### config.mk
export PLATFORM = sky130hd
export DESIGN_NAME = unidad_muldiv
export DESIGN_NICKNAME = d
export VERILOG_FILES = /design/src/rtl/unidad_muldiv.sv
export SDC_FILE = /design/constraint.sdc
export NUM_CORES = 1
export LEC_CHECK = 0
export ABC_AREA = 0
export CAP_MARGIN = 10
export CORE_ASPECT_RATIO = 0.7
export CORE_UTILIZATION = 35
export DETAILED_ROUTE_END_ITERATION = 10
export DONT_BUFFER_PORTS = 1
export GPL_TIMING_DRIVEN = 0
export HOLD_SLACK_MARGIN = 0.1
export PLACE_DENSITY = 0.56
export SETUP_SLACK_MARGIN = 0.2
export SLEW_MARGIN = 20
export SYNTH_ARGS = -nofsm -noshare
export SYNTH_HDL_FRONTEND = slang
export SYNTH_SLANG_ARGS = --single-unit
### constraint.sdc
create_clock -name CLK -period 7.15 [get_ports CLK]
set_input_delay 2.145 -clock CLK [delete_from_list [all_inputs] [get_ports CLK]]
set_output_delay 2.145 -clock CLK [all_outputs]
set_load 0.1 [all_outputs]
### src/rtl/unidad_muldiv.sv
// Iterative multiply/divide unit: shift-add multiply, restoring divide, HI/LO result (MULDIV_SIGNED_EN enables MULT/DIV).
// Latency: WIDTH+2 cycles from the accepted START_MD edge to the DONE_MD pulse.
// Backpressure: START_MD is taken only in IDLE; requests while BUSY_MD or during DONE are dropped.
module unidad_muldiv #(
  parameter int WIDTH = 32
) (
  input  logic             CLK,
  input  logic             RST_N,
  input  logic             START_MD,
  input  logic [1:0]       OP_MD,
  input  logic [WIDTH-1:0] A_MD,
  input  logic [WIDTH-1:0] B_MD,
  output logic             BUSY_MD,
  output logic             DONE_MD,
  output logic             DIV0_MD,
  output logic [WIDTH-1:0] HI_MD,
  output logic [WIDTH-1:0] LO_MD
);

  localparam int CW = $clog2(WIDTH);
  localparam logic [1:0] S_IDLE = 2'd0;
  localparam logic [1:0] S_CALC = 2'd1;
  localparam logic [1:0] S_FIN  = 2'd2;
  localparam logic [1:0] S_DONE = 2'd3;

  logic [1:0]         state;
  logic [CW-1:0]      cnt;
  logic               is_div;
  logic [WIDTH-1:0]   ma;
  logic [WIDTH-1:0]   mb;
  logic [2*WIDTH-1:0] acc;
  logic [2*WIDTH-1:0] acc_nxt;
  logic [WIDTH:0]     mul_sum;
  logic [WIDTH:0]     r_sh;
  logic [WIDTH:0]     trial;
  logic [WIDTH-1:0]   a_mag;
  logic [WIDTH-1:0]   b_mag;
  logic               neg_p;
  logic               neg_r;
  logic [WIDTH-1:0]   hi_div0;
  logic [2*WIDTH-1:0] prod;
  logic [WIDTH-1:0]   quo;
  logic [WIDTH-1:0]   rem;
  logic               div_by_zero;

`ifdef MULDIV_SIGNED_EN
  logic             sa;
  logic             sb;
  logic [WIDTH-1:0] a_orig;
  logic             a_neg;
  logic             b_neg;

  assign a_neg   = OP_MD[0] & A_MD[WIDTH-1];
  assign b_neg   = OP_MD[0] & B_MD[WIDTH-1];
  assign a_mag   = a_neg ? (~A_MD + 1'b1) : A_MD;
  assign b_mag   = b_neg ? (~B_MD + 1'b1) : B_MD;
  assign neg_p   = sa ^ sb;
  assign neg_r   = sa;
  assign hi_div0 = a_orig;

  always_ff @(posedge CLK or negedge RST_N) begin
    if (!RST_N) begin
      sa     <= 1'b0;
      sb     <= 1'b0;
      a_orig <= '0;
    end else if (state == S_IDLE && START_MD) begin
      sa     <= a_neg;
      sb     <= b_neg;
      a_orig <= A_MD;
    end
  end
`else
  logic unused_op0;

  assign unused_op0 = OP_MD[0];
  assign a_mag      = A_MD;
  assign b_mag      = B_MD;
  assign neg_p      = 1'b0;
  assign neg_r      = 1'b0;
  assign hi_div0    = ma;
`endif

  // Multiply adds the multiplicand into the upper half while shifting B out of the low half.
  assign mul_sum = {1'b0, acc[2*WIDTH-1:WIDTH]} + {1'b0, ma};
  // Divide shifts {rem, dividend} left; trial's MSB is the borrow of rem - divisor.
  assign r_sh    = acc[2*WIDTH-1:WIDTH-1];
  assign trial   = r_sh - {1'b0, mb};

  always_comb begin
    acc_nxt = acc;
    if (is_div) begin
      if (trial[WIDTH])
        acc_nxt = {r_sh[WIDTH-1:0], acc[WIDTH-2:0], 1'b0};
      else
        acc_nxt = {trial[WIDTH-1:0], acc[WIDTH-2:0], 1'b1};
    end else begin
      if (acc[0])
        acc_nxt = {mul_sum, acc[WIDTH-1:1]};
      else
        acc_nxt = {1'b0, acc[2*WIDTH-1:WIDTH], acc[WIDTH-1:1]};
    end
  end

  assign prod        = neg_p ? (~acc + 1'b1) : acc;
  assign quo         = neg_p ? (~acc[WIDTH-1:0] + 1'b1) : acc[WIDTH-1:0];
  assign rem         = neg_r ? (~acc[2*WIDTH-1:WIDTH] + 1'b1) : acc[2*WIDTH-1:WIDTH];
  assign div_by_zero = is_div && (mb == '0);

  always_ff @(posedge CLK or negedge RST_N) begin
    if (!RST_N) begin
      state   <= S_IDLE;
      cnt     <= '0;
      is_div  <= 1'b0;
      ma      <= '0;
      mb      <= '0;
      acc     <= '0;
      BUSY_MD <= 1'b0;
      DONE_MD <= 1'b0;
      DIV0_MD <= 1'b0;
      HI_MD   <= '0;
      LO_MD   <= '0;
    end else begin
      case (state)
        S_IDLE: begin
          DONE_MD <= 1'b0;
          if (START_MD) begin
            is_div  <= OP_MD[1];
            ma      <= a_mag;
            mb      <= b_mag;
            acc     <= OP_MD[1] ? {{WIDTH{1'b0}}, a_mag} : {{WIDTH{1'b0}}, b_mag};
            cnt     <= CW'(WIDTH - 1);
            BUSY_MD <= 1'b1;
            state   <= S_CALC;
          end
        end
        S_CALC: begin
          acc <= acc_nxt;
          cnt <= cnt - 1'b1;
          if (cnt == '0)
            state <= S_FIN;
        end
        S_FIN: begin
          if (div_by_zero) begin
            HI_MD   <= hi_div0;
            LO_MD   <= '1;
            DIV0_MD <= 1'b1;
          end else if (is_div) begin
            HI_MD   <= rem;
            LO_MD   <= quo;
            DIV0_MD <= 1'b0;
          end else begin
            HI_MD   <= prod[2*WIDTH-1:WIDTH];
            LO_MD   <= prod[WIDTH-1:0];
            DIV0_MD <= 1'b0;
          end
          state <= S_DONE;
        end
        S_DONE: begin
          DONE_MD <= 1'b1;
          BUSY_MD <= 1'b0;
          state   <= S_IDLE;
        end
        default: state <= S_IDLE;
      endcase
    end
  end

endmodule

== Yosys cells after proc, flatten, opt, wreduce, memory -nomap -nowiden ==
Cells that the tools add are included.
Storage, ports and cells
  register bits: 203
Cells by class
  reduce and logical (&&, ||, !) cells: 10
  add/subtract/negate cells: 3
  equality and inequality tests: 5
  mux-type cells: 17
Operators by type and width (number)
  two-way mux 64 bit: 4
  case mux 64 bit (2 select lines): 1
  two-way mux 32 bit: 3
  adder 32 x 32 -> 33 bit: 1
  subtractor 33 x 32 -> 33 bit: 1
  zero test 32 bit: 1
  case mux 5 bit (2 select lines): 1
  case mux 2 bit (4 select lines): 1
  AND reduction 2 bit: 4
  zero test 5 bit: 1
  two-way mux 5 bit: 1
  subtractor 5 x 1 -> 5 bit (second input constant): 1
  == test 2 bit (second input constant): 2
  two-way mux 2 bit: 2
  != test 2 bit (second input constant): 2
  case mux 1 bit (2 select lines): 2
  nonzero test 2 bit: 2
  == test 2 x 1 -> 1 bit (second input constant): 1
  zero test 2 bit: 1
  two-way mux 1 bit: 2
  logical AND 1 bit: 1

== Depth between registers and ports, before layout ==
Gate-level depths: netlist of the first run.
  depth after elaboration: 4
  gate-level depth with buffers: 13

== Worst setup path before layout of the first run ==
No wires, ideal clock.
  path kind: input port to flip-flop
  from: input port START_MD
  to: register cnt[1]
  stages on the path: 6
  slack: 3.629 ns
  required time: 6.999 ns
  data arrival time: 3.370 ns
  path buffers: 3
  setup time: 0.151 ns
  cell sequence: nand2_1 > o21a_1 > clkbuf_1 > clkbuf_1 > buf_1 > a22oi_1
Between the ends
  longest elaborated chain between the ends: 2
Ends and longest elaborated chain
  from (decl): line 9  | input logic START_MD,
  != test 2 bit (no source line)
  AND reduction 2 bit (no source line)
  to (signal assigned): line 131  | cnt <= CW'(WIDTH - 1);
  to (signal assigned): line 138  | cnt <= cnt - 1'b1;
  to (decl): line 27  | logic [CW-1:0] cnt;
No other way between the ends.
A chain may end at the register's enable or synchronous reset.

== Final worst setup path of the first run ==
  from: input port START_MD
  to: register acc[28]
Between the ends
  longest elaborated chain between the ends: 2
Ends and longest elaborated chain
  != test 2 bit (no source line)
  AND reduction 2 bit (no source line)
  to (signal assigned): line 130  | acc <= OP_MD[1] ? {{WIDTH{1'b0}}, a_mag} : {{WIDTH{1'b0}}, b_mag};
  to (signal assigned): line 137  | acc <= acc_nxt;
  to (decl): line 31  | logic [2*WIDTH-1:0] acc;
No other way between the ends.

==> metrics.txt, run 1 <==
status finished, final reports clean; ANT nets after route 0; maxcap violations 0; first-pass GRT wire length 74400 um; Critical Path RT 7.58 ns; CP max FO 10; TritonCTS Buffers 22; fin. max-slew vios 0; Area Overhead vs Synth 9.84%; Synth area leader dfrtp_1; Resized cells post-CTS 0; Slew HR 26.8%; Yosys top cell area share 37.6%; initial drt markers 1293; top_reg_cell synth dfrtp_1; commonest non-fill, non-tap cell in the layout dfrtp_1; clk slew on worst S/H paths 0.07 ns; die area 0.0394 sq mm; final instance area 0.0148 sq mm; Synth Warn # 0; Arr. time, crit path 5.04 ns; Synth Register Bits 203; kind of critical path in2reg; initial antenna violation count 0; HPWL after detailed placement 37200 um; net count after synthesis 1647; Vias/cell 5.87; skew final 0.0411 ns; IO Pins 136; I/O Buffers 0; Overflow after GRT 0; Slew @ Worst Pin 1.09 ns; maximum number of pins on one net before global-route repair 204; gr usage total 24.8%; clk_lat worst skew 0.55 ns; DRC violation count after routing 0; Via Count 11923; Seq/Total Area, Yosys 37.6%; setup TNS 0 ns; H-Tree Depth 1; Post-synth EDFFs 0; HP Class reg2reg; most frequent cells in the layout 203 x dfrtp_1, 188 x a21oi_1, 182 x nor2_1, 121 x nand2_1, 99 x mux2_2; CTS tree yes; post-CTS setup buffers 0; fin nets 1671; final setup vio count 0; clk buf depth 3; vias in the first global route 11619; final wirelength 48700 um; Hold-fix buffers, CTS 0; Post-synth ARST share 100%; Layout Utilization 39.5%; drt wl/cell 24.0 um; Setup crit end kind flip-flop; Peak Freq 0.217 GHz; Synth area leaders dfrtp_1 38%, mux2_2 8.3%, a21oi_1 7.0%; dpl cell area 0.0141 sq mm; Syn Std Cell Area 0.0135 sq mm; Chip Height 166 um; Starting Density 35.9%; ANT cells 0; DRT Pass-1 Iters 5; fin crit share 64.6%; die outline width 237 um; total clock sinks 203; Startpoint Class input port; setup ws final 2.53 ns; mean cell area of the mapped netlist 8.97 sq um; core footprint 0.0376 sq mm; RSZ-0062 raised after global routing false; Post-Syn Instances 1506; shortest period the worst path allows 4.62 ns; Root Buffer Master clkbuf_16; Final Hold Fails 0; Netlist cell types 77; GPL Wtd Cong 0.960; Core Rows 59; pre-CTS WS 2.11 ns; share of layout cells above drive strength 1 10.9%
## routing by layer
| layer | track usage, % | vias to the layer above | wire length [um] |
|---|---|---|---|
| li1 | - | 5440 | - |
| met1 | 37.5 | 5970 | 23700 |
| met2 | 36.2 | 451 | 20500 |
| met3 | 4.92 | 62 | 3730 |
| met4 | 4.77 | 0 | 801 |
| met5 | 0 | - | 0 |
## Yosys cell counts, types with 5 or more instances
library cell	number
dfrtp_1	203
a21oi_1	188
nor2_1	182
nand2_1	121
mux2_2	99
mux2i_1	85
o21ai_0	79
ha_1	70
inv_1	61
clkbuf_1	57
a21o_1	33
xnor2_1	30
nor3_1	22
a31oi_1	18
nand3_1	18
xor2_1	17
buf_1	15
o211ai_1	15
buf_2	11
o21bai_1	11
nand4_1	10
nor2b_1	10
o221ai_1	10
and3_1	9
nor4_1	9
nand2b_1	8
o21a_1	8
o21ai_1	8
or3_1	8
a211oi_1	6
and4_1	6
o31ai_1	6
a41oi_1	5
## worst max-delay path: stages
cell and delay (ns):
nand2_1 0.20, o21a_1 0.18, clkbuf_1 0.62, clkbuf_1 0.79, clkbuf_1 0.87, nand2_1 0.10
o21ai_0 0.12
## metrics by stage
step	hold slack, ns	cells
after floorplan	0.479	1506
after global placement	0.494	1994
after detailed placement	0.497	1994
after CTS	0.512	2031
after global routing	0.532	2031
final	0.510	2031
## flip-flops by register name, summed over array words and instances, names as in the netlist
| signal | count |
|---|---|
| DONE_MD | 1 |
| hi_div0 | 32 |
| LO_MD | 32 |
| cnt | 5 |
| HI_MD | 32 |
| is_div | 1 |
| state | 2 |
| BUSY_MD | 1 |
| DIV0_MD | 1 |
| mb | 32 |
| acc | 64 |
## area by class of cell
cell class,count,area (sq um)
plain buffers,85,344
fillers,3830,22700
clock inverters,10,119
flip-flops and latches,203,5080
inverters,62,233
well taps,488,611
multi-input cells,1156,7850
clock buffers,27,599
## kinds of logic (layout without fill, tap and decap cells)
logic type	Yosys count	after routing	synth area share [%]
multiplexers	185	185	14.6
AND/OR/NAND/NOR	423	423	14.0
adder cells (fa/ha/maj)	72	72	6.78
XOR/XNOR	47	47	3.05
AO/OA/AOI/OAI	429	429	19.6
buffers and inverters	147	184	4.27
flip-flops	203	203	37.6
## path summary, 6_finish.rpt
path | startpoint | end | slack, ns | cells past startpoint
worst min-delay path | mb[18] | mb[18] | 0.51 | 1
worst min register to register | mb[18] | mb[18] | 0.51 | 1
worst max register to register | mb[28] | HI_MD[20] | 3.14 | 9
worst max-delay path | START_MD | acc[28] | 2.53 | 7
max in group asynchronous | RST_N | acc[63] | 5.30 | 0
min in group asynchronous | RST_N | HI_MD[22] | 1.32 | 0
Power of run 1 is not shown: default switching activity piles up to over one toggle a cycle in this logic, so the estimate is an artifact.
==> run 2: changes to the inputs <==
--- a/config.mk
+++ b/config.mk
@@ -13,7 +13,7 @@
 export DONT_BUFFER_PORTS = 1
 export GPL_TIMING_DRIVEN = 0
 export HOLD_SLACK_MARGIN = 0.1
-export PLACE_DENSITY = 0.56
+export PLACE_DENSITY = 0.58
 export SETUP_SLACK_MARGIN = 0.2
 export SLEW_MARGIN = 20
 export SYNTH_ARGS = -nofsm -noshare
==> constraint.sdc (replaced) <==
create_clock -name CLK -period 4.14 [get_ports CLK]
set_input_delay 1.242 -clock CLK [delete_from_list [all_inputs] [get_ports CLK]]
set_output_delay 1.242 -clock CLK [all_outputs]
set_load 0.1 [all_outputs]
==> run 2 against run 1 <==
Effect of this change: hold slack got worse by 0.086 ns; routed wire length is 1.5% lower; critical path type is now reg2reg; critical path depth is 2 higher.
==> metrics.txt, run 2 (same netlist as run 1, synthesis figures left out) <==
status finished, final reports clean; shortest period the worst path allows 3.96 ns; HPWL after detailed placement 36800 um; skew final 0.0316 ns; Peak Freq 0.253 GHz; final setup vio count 0; CP max FO 10; initial drt markers 1049; Hold-fix buffers, CTS 0; maximum number of pins on one net before global-route repair 204; Critical Path RT 4.59 ns; die area 0.0394 sq mm; Final Hold Fails 0; Slew @ Worst Pin 1.06 ns; core footprint 0.0376 sq mm; Startpoint Class flip-flop; clk buf depth 3; clk slew on worst S/H paths 0.06 ns; GPL Wtd Cong 0.981; first-pass GRT wire length 73000 um; H-Tree Depth 1; fin crit share 95.6%; worst r2r src mb[28]; vias in the first global route 11546; HP Class in2async; maxcap violations 0; DRT Pass-1 Iters 5; Core Rows 59; clk_lat worst skew 0.55 ns; Vias/cell 5.79; total clock sinks 203; CTS tree yes; final wirelength 47900 um; initial antenna violation count 3; Arr. time, crit path 4.40 ns; I/O Buffers 0; drt wl/cell 23.6 um; die outline width 237 um; Largest register FFs 64; commonest non-fill, non-tap cell in the layout dfrtp_1; Via Count 11766; DRC violation count after routing 0; post-CTS setup buffers 0; most frequent cells in the layout 203 x dfrtp_1, 188 x a21oi_1, 182 x nor2_1, 121 x nand2_1, 99 x mux2_2; Overflow after GRT 0; IO Pins 136; fin nets 1671; Root Buffer Master clkbuf_16; Slew HR 28.8%; share of layout cells above drive strength 1 11.0%; RSZ-0062 raised after global routing false; fin. max-slew vios 0; ANT nets after route 0; Area Overhead vs Synth 10.1%; Worst Setup SP mb[28]; setup TNS 0 ns; Top reg by flops acc; kind of critical path reg2reg; TritonCTS Buffers 22; Chip Height 166 um; gr usage total 24.3%; Starting Density 35.9%; Setup crit end kind flip-flop
==> run 2: critical path, stage by stage, from the launching register on <==
cell      delay (ns)
dfrtp_1         0.42
nor4_1          0.83
nand4_1         0.20
nor4_2          0.56
and4_1          0.26
clkbuf_1        0.10
buf_2           0.35
clkbuf_1        0.63
nor2_1          0.29
a21oi_1         0.22
==> run 2: final timing paths <==
path	endpoint	slack [ns]	cells past startpoint
setup / recovery	LO_MD[1]	0.18	9
hold / removal	HI_MD[22]	0.42	0
setup reg to reg	LO_MD[1]	0.18	9
hold reg to reg	mb[18]	0.52	1
max in group asynchronous	acc[6]	3.38	0
min in group CLK	mb[18]	0.52	1
==> run 2: through the flow <==
stage	instance area (sq um)	hold slack, ns	setup WS [ns]	std cells	utilization [%]
after floorplan	13500	0.479	1.22	1506	-
after global placement	14100	0.495	0.0312	1994	37.6
after detailed placement	14100	0.502	0.0302	1994	37.6
after CTS	14900	0.399	0.414	2031	39.5
after global routing	14900	0.402	0.233	2033	39.6
final	14900	0.423	0.182	2033	39.6
==> run 2: timing repair <==
action | CTS | global route
cloned | 0 | 0
pin swaps | 0 | 0
resized for setup | 1 | 5
endpoints found under the setup margin | 1 | 2
==> run 2: area by class of cell <==
type | instances | area, sq um
Clock buffer | 30 | 631
Inverter | 62 | 233
Tap cell | 488 | 611
Buffer | 85 | 352
Sequential cell | 203 | 5080
Clock inverter | 7 | 100
Multi-Input combinational cell | 1156 | 7850
Antenna cell | 2 | 5.00
Fill cell | 3820 | 22700
==> run 2: routing by layer <==
layer | part of all wire, % | GRT usage [%]
met4 | 2.4 | 5.70
met3 | 9.9 | 6.93
met2 | 40 | 34.0
met1 | 48 | 36.3
met5 | 0 | 0
Power of run 2 is left out for the same reason.
